File: src/rtl/busca_instrucao.sv
// Instruction fetch stage: fetches words over a req/ready handshake, holds each one
// until decode accepts it, and drives registered slices to the immediate sign-extender.
module busca_instrucao #(
    parameter int unsigned           LARGURA_PC = 16,
    parameter logic [LARGURA_PC-1:0] PC_INICIAL = '0
) (
    input  logic                  clock,
    input  logic                  reset_n,
    input  logic                  habilita,
    output logic                  mem_req,
    output logic [LARGURA_PC-1:0] mem_endereco,
    input  logic                  mem_pronto,
    input  logic [31:0]           mem_dado,
    input  logic                  desvio,
    input  logic [LARGURA_PC-1:0] endereco_desvio,
    input  logic                  avancar,
    output logic                  instrucao_valida,
    output logic [31:0]           instrucao,
    output logic [LARGURA_PC-1:0] pc_instrucao,
    output logic [16:0]           entrada_1,
    output logic [21:0]           entrada_2,
    output logic                  selecao
);

    typedef enum logic [1:0] {
        OCIOSO,
        BUSCA,
        ENTREGA,
        DESCARTE
    } estado_t;

    estado_t               estado_q, estado_d;
    logic [LARGURA_PC-1:0] pc_q, pc_d;
    logic                  mem_req_q, mem_req_d;
    logic [LARGURA_PC-1:0] mem_endereco_q, mem_endereco_d;
    logic                  valida_q, valida_d;
    logic [31:0]           instrucao_q, instrucao_d;
    logic [LARGURA_PC-1:0] pc_instrucao_q, pc_instrucao_d;
    logic [16:0]           entrada_1_q, entrada_1_d;
    logic [21:0]           entrada_2_q, entrada_2_d;
    logic                  selecao_q, selecao_d;

    always_comb begin
        estado_d       = estado_q;
        pc_d           = pc_q;
        mem_req_d      = mem_req_q;
        mem_endereco_d = mem_endereco_q;
        valida_d       = valida_q;
        instrucao_d    = instrucao_q;
        pc_instrucao_d = pc_instrucao_q;
        entrada_1_d    = entrada_1_q;
        entrada_2_d    = entrada_2_q;
        selecao_d      = selecao_q;

        case (estado_q)
            OCIOSO: begin
                if (desvio) pc_d = endereco_desvio;
                if (habilita) begin
                    estado_d       = BUSCA;
                    mem_req_d      = 1'b1;
                    mem_endereco_d = pc_d;
                end
            end

            BUSCA: begin
                if (desvio) begin
                    pc_d = endereco_desvio;
                    // A completed access is dropped and the target requested back-to-back;
                    // an outstanding one must still be drained before re-issuing.
                    if (mem_pronto) begin
                        estado_d       = BUSCA;
                        mem_endereco_d = endereco_desvio;
                    end else begin
                        estado_d = DESCARTE;
                    end
                end else if (mem_pronto) begin
                    instrucao_d    = mem_dado;
                    pc_instrucao_d = pc_q;
                    entrada_1_d    = mem_dado[16:0];
                    entrada_2_d    = mem_dado[21:0];
                    selecao_d      = &mem_dado[31:30];
                    pc_d           = pc_q + LARGURA_PC'(1);
                    mem_req_d      = 1'b0;
                    valida_d       = 1'b1;
                    estado_d       = ENTREGA;
                end
            end

            ENTREGA: begin
                if (desvio || avancar) begin
                    if (desvio) pc_d = endereco_desvio;
                    valida_d = 1'b0;
                    if (habilita) begin
                        estado_d       = BUSCA;
                        mem_req_d      = 1'b1;
                        mem_endereco_d = pc_d;
                    end else begin
                        estado_d = OCIOSO;
                    end
                end
            end

            DESCARTE: begin
                if (desvio) pc_d = endereco_desvio;
                if (mem_pronto) begin
                    estado_d       = BUSCA;
                    mem_endereco_d = pc_d;
                end
            end
        endcase
    end

    always_ff @(posedge clock or negedge reset_n) begin
        if (!reset_n) begin
            estado_q       <= OCIOSO;
            pc_q           <= PC_INICIAL;
            mem_req_q      <= 1'b0;
            mem_endereco_q <= PC_INICIAL;
            valida_q       <= 1'b0;
            instrucao_q    <= '0;
            pc_instrucao_q <= '0;
            entrada_1_q    <= '0;
            entrada_2_q    <= '0;
            selecao_q      <= 1'b0;
        end else begin
            estado_q       <= estado_d;
            pc_q           <= pc_d;
            mem_req_q      <= mem_req_d;
            mem_endereco_q <= mem_endereco_d;
            valida_q       <= valida_d;
            instrucao_q    <= instrucao_d;
            pc_instrucao_q <= pc_instrucao_d;
            entrada_1_q    <= entrada_1_d;
            entrada_2_q    <= entrada_2_d;
            selecao_q      <= selecao_d;
        end
    end

    assign mem_req          = mem_req_q;
    assign mem_endereco     = mem_endereco_q;
    assign instrucao_valida = valida_q;
    assign instrucao        = instrucao_q;
    assign pc_instrucao     = pc_instrucao_q;
    assign entrada_1        = entrada_1_q;
    assign entrada_2        = entrada_2_q;
    assign selecao          = selecao_q;

endmodule

File: config.mk
export PLATFORM = sky130hd
export DESIGN_NAME = busca_instrucao
export DESIGN_NICKNAME = d
export VERILOG_FILES = /design/src/rtl/busca_instrucao.sv
export SDC_FILE = /design/constraint.sdc
export NUM_CORES = 1
export LEC_CHECK = 0
export BUFFER_PORTS_ARGS = -buffer_cell sky130_fd_sc_hd__buf_2
export CAP_MARGIN = 30
export CORE_MARGIN = 2
export CORE_UTILIZATION = 40
export CTS_BUF_LIST = sky130_fd_sc_hd__clkbuf_16
export CTS_CLUSTER_SIZE = 8
export DETAILED_ROUTE_END_ITERATION = 12
export GPL_TIMING_DRIVEN = 0
export PLACE_DENSITY = 0.67
export SLEW_MARGIN = 20
export SYNTH_ARGS = -nofsm -noshare
export SYNTH_HDL_FRONTEND = slang
export SYNTH_SLANG_ARGS = --single-unit
File: constraint.sdc
create_clock -name clock -period 3.3 [get_ports clock]
set_input_delay 0.33 -clock clock [delete_from_list [all_inputs] [get_ports clock]]
set_output_delay 0.33 -clock clock [all_outputs]
set_load 0.02 [all_outputs]
==> run_results.csv <==
group,metric,value,unit
floorplanning,row_count,37,
synthesis,syn-cell-area,4187,um^2
timing,relSlewSlack,61.37,%
power_and_ir_drop,vdd_drop_max,0.4623,mV
global_route,grt_max_degree,53,
synthesis,syn_area_per_cell,12.06,um^2
flow_run,cap_violations,0,
synthesis,async_reset_ff_share,100.0,%
global_route,grt.total_usage,18.54,%
detailed_routing,viasPerCell,4.950,
synthesis,ys_ff_latch,85,
timing,fin_setup_tns,0,ns
detailed_routing,vias,3262,
synthesis,synth_fp_nets,407,
global_route,grt_pass1_wl,16330,um
power_and_ir_drop,powerDensity,1038,nW/um^2
critical_path,required,3.52,ns
clock_tree,cts_num_sinks,85,
floorplanning,die-height,106.3,um
clock_tree,h-tree-depth,3,
synthesis,synth_edf_count,0,
critical_path,worstPathMaxFanout,10,
final_layout,fillCellCount,912,
floorplanning,die_w,106.3,um
floorplanning,ios,160,
clock_tree,cts-hold-fix-buffers,1,
synthesis,syn_inst,347,
timing,finalMaxSlewViolations,0,
final_layout,num_antenna_cells,0,
global_route,antenna_found_initial,0,
final_layout,drive_gt1_share,58.51,%
detailed_routing,first_pass_iters,4,
synthesis,synth-warning-count,0,
status,status,"complete, no violations",
timing,fmax,0.3820,GHz
placement,dpl.hpwl,7506,um
critical_path,cp.arrival,2.84,ns
clock_tree,ctsResizeCount,0,
synthesis,ys_types,43,
clock_tree,insertion_delay,0.34,ns
critical_path,crit_path_end_kind,"flip-flop",
clock_tree,numCtsBuffers,9,
clock_tree,cts_tree,"yes",
timing,grt_setup_unrepaired,"false",
synthesis,synth_largest_type_area_fraction,50.81,%
floorplanning,coreArea,10230,um^2
timing,min_period_over_period,79.33,%
min_path,holdCritPathClass,"in2reg",
detailed_routing,drc,0,
synthesis,yosysTopAreaCell,"dfrtp_1",
timing,setup_violations,0,
detailed_routing,wl_per_cell,15.24,um
detailed_routing,drt-initial-drc-count,147,
floorplanning,initial_core_util,40.92,%
clock_tree,path_clk_slew,0.07,ns
final_layout,syn_to_final_growth,30.69,%
placement,routabilityCongestion,0.8875,
synthesis,synth-main-ff-cell,"dfrtp_1",
timing,finalCriticalPeriod,2.618,ns
timing,skew,0.009437,ns
clock_tree,post_cts_buffers,0,
synthesis,yosysSeqAreaShare,50.81,%
detailed_routing,wirelength,10050,um
clock_tree,ctsLongestPathBuffers,2,
global_route,grt-ovfl-total,0,
placement,portBuffers,158,
synthesis,synth.area.top_cells,"dfrtp_1 (51%), mux2_2 (21%), buf_4 (7.2%)",
detailed_routing,antenna_left,0,
global_route,grt_pass1_vias,3215,
floorplanning,die_area,11300,um^2
timing,finalHoldViolCount,0,
final_layout,final_util,53.48,%
final_layout,fin_nets,578,
critical_path,path_class,"reg2reg",
power_and_ir_drop,power_leakage,2.674,nW
critical_path,worstSetupStartpointType,"flip-flop",
timing,worst_pin_slew,0.5794,ns
clock_tree,clock-root-buffer,"clkbuf_16",
==> worst max-delay path: stages (launching register included) <==
cell,delay [ns]
dfrtp_1,0.40
inv_1,0.09
ha_1,0.24
buf_2,0.20
nor2_2,0.37
clkbuf_1,0.51
mux2_2,0.41
mux2_2,0.27
==> cells in the final DEF, fill, tap and decap left out, types with 3 or more instances in the layout <==
cell       synthesis  final
a21oi_1            4      4
buf_2              8    165
buf_4             40     41
clkbuf_1           6      6
clkbuf_16          0      9
dfrtp_1           85     85
ha_1               6      6
inv_1              8     10
mux2_2            79     79
mux2i_1            3      3
nand2_1           24     24
nand2b_1           4      4
nand3_1            8      8
nand4_1            5      5
nor2_1             8      8
nor4_1             5      5
o211ai_1           4      4
o21ai_0           14     14
or4_1              4      4
xnor2_1            6      6
==> layout make-up <==
cell class	count	area [um^2]	share of cell area (%)
flip-flops and latches	85	2127	38.87
multi-input cells	199	1655	30.25
repair buffers	160	830.8	15.18
plain buffers	55	374.1	6.837
clock buffers	9	225.2	4.116
well taps	136	170.2	3.110
clock inverters	7	58.81	1.075
inverters	8	30.03	0.5488
==> registers in the layout, indices dropped and copies added, names as in the netlist <==
name	count
estado_q	2
instrucao	32
instrucao_valida	1
mem_endereco	16
mem_req	1
pc_instrucao	16
pc_q	16
selecao	1
==> cells by family (layout without fill, tap and decap cells) <==
logic type,count (synthesis),count (layout),share of synthesized area (%)
buffers and inverters,63,239,9.653
flip-flops,85,85,50.81
adder cells (fa/ha/maj),6,6,1.793
AND/OR/NAND/NOR,69,69,8.877
AO/OA/AOI/OAI,35,35,5.440
XOR/XNOR,7,7,1.464
multiplexers,82,82,21.97
==> layer usage <==
metal / vias up / GRT usage [%] / routed length [um]
met5: - / 0 / 0
met4: 0 / 6.485 / 176
met3: 17 / 4.537 / 688
met2: 134 / 31.23 / 4932
met1: 1578 / 23.24 / 4248
li1: 1533 / - / -
==> where the power goes <==
group          leakage, nW  total, mW  switching (mW)  internal, mW
Combinational         1.52       2.90            1.59          1.31
Clock                0.147      0.974           0.398         0.576
Sequential            1.01       1.80           0.303          1.50
Total                 2.67       5.68            2.29          3.38
==> through the flow <==
step,total power [mW],setup WS [ns],std cells,hold WS (ns),area (um^2)
floorplan,3.810,1.134,347,0.03441,4187
global placement,4.682,0.7738,641,0.4582,5147
detailed placement,4.749,0.6888,642,0.3143,5177
CTS,5.739,0.6720,659,0.2054,5472
global route,6.024,0.5285,659,0.2113,5472
finish,5.677,0.6821,659,0.2145,5472
==> worst paths after layout <==
kind                                         startpoint                           end  slack, ns  depth (start not counted)
max                             estado_q[1]$_DFFE_PN0P_   mem_endereco[5]$_DFFE_PN0P_       0.68                          7
min                                  endereco_desvio[0]           pc_q[0]$_DFFE_PN0P_       0.21                          3
max reg2reg                     estado_q[1]$_DFFE_PN0P_   mem_endereco[5]$_DFFE_PN0P_       0.68                          7
min reg2reg                pc_instrucao[11]$_DFFE_PN0P_  pc_instrucao[11]$_DFFE_PN0P_       0.47                          2
max in group asynchronous                       reset_n  pc_instrucao[11]$_DFFE_PN0P_       2.21                          3
min in group asynchronous                       reset_n   mem_endereco[6]$_DFFE_PN0P_       0.48                          2
==> cells in the mapped netlist, types with 2 or more instances <==
cell type,n
clkbuf_1,6
or4_1,4
nor4_1,5
mux2i_1,3
nand3_1,8
buf_2,8
ha_1,6
mux2_2,79
o211ai_1,4
nand2_1,24
o21ai_0,14
or3_4,2
buf_4,40
nand2b_1,4
xnor2_1,6
a221oi_1,2
inv_1,8
nand4_1,5
a21oi_1,4
dfrtp_1,85
nor2_1,8
Note: power is estimated with default switching activity, not from simulation.
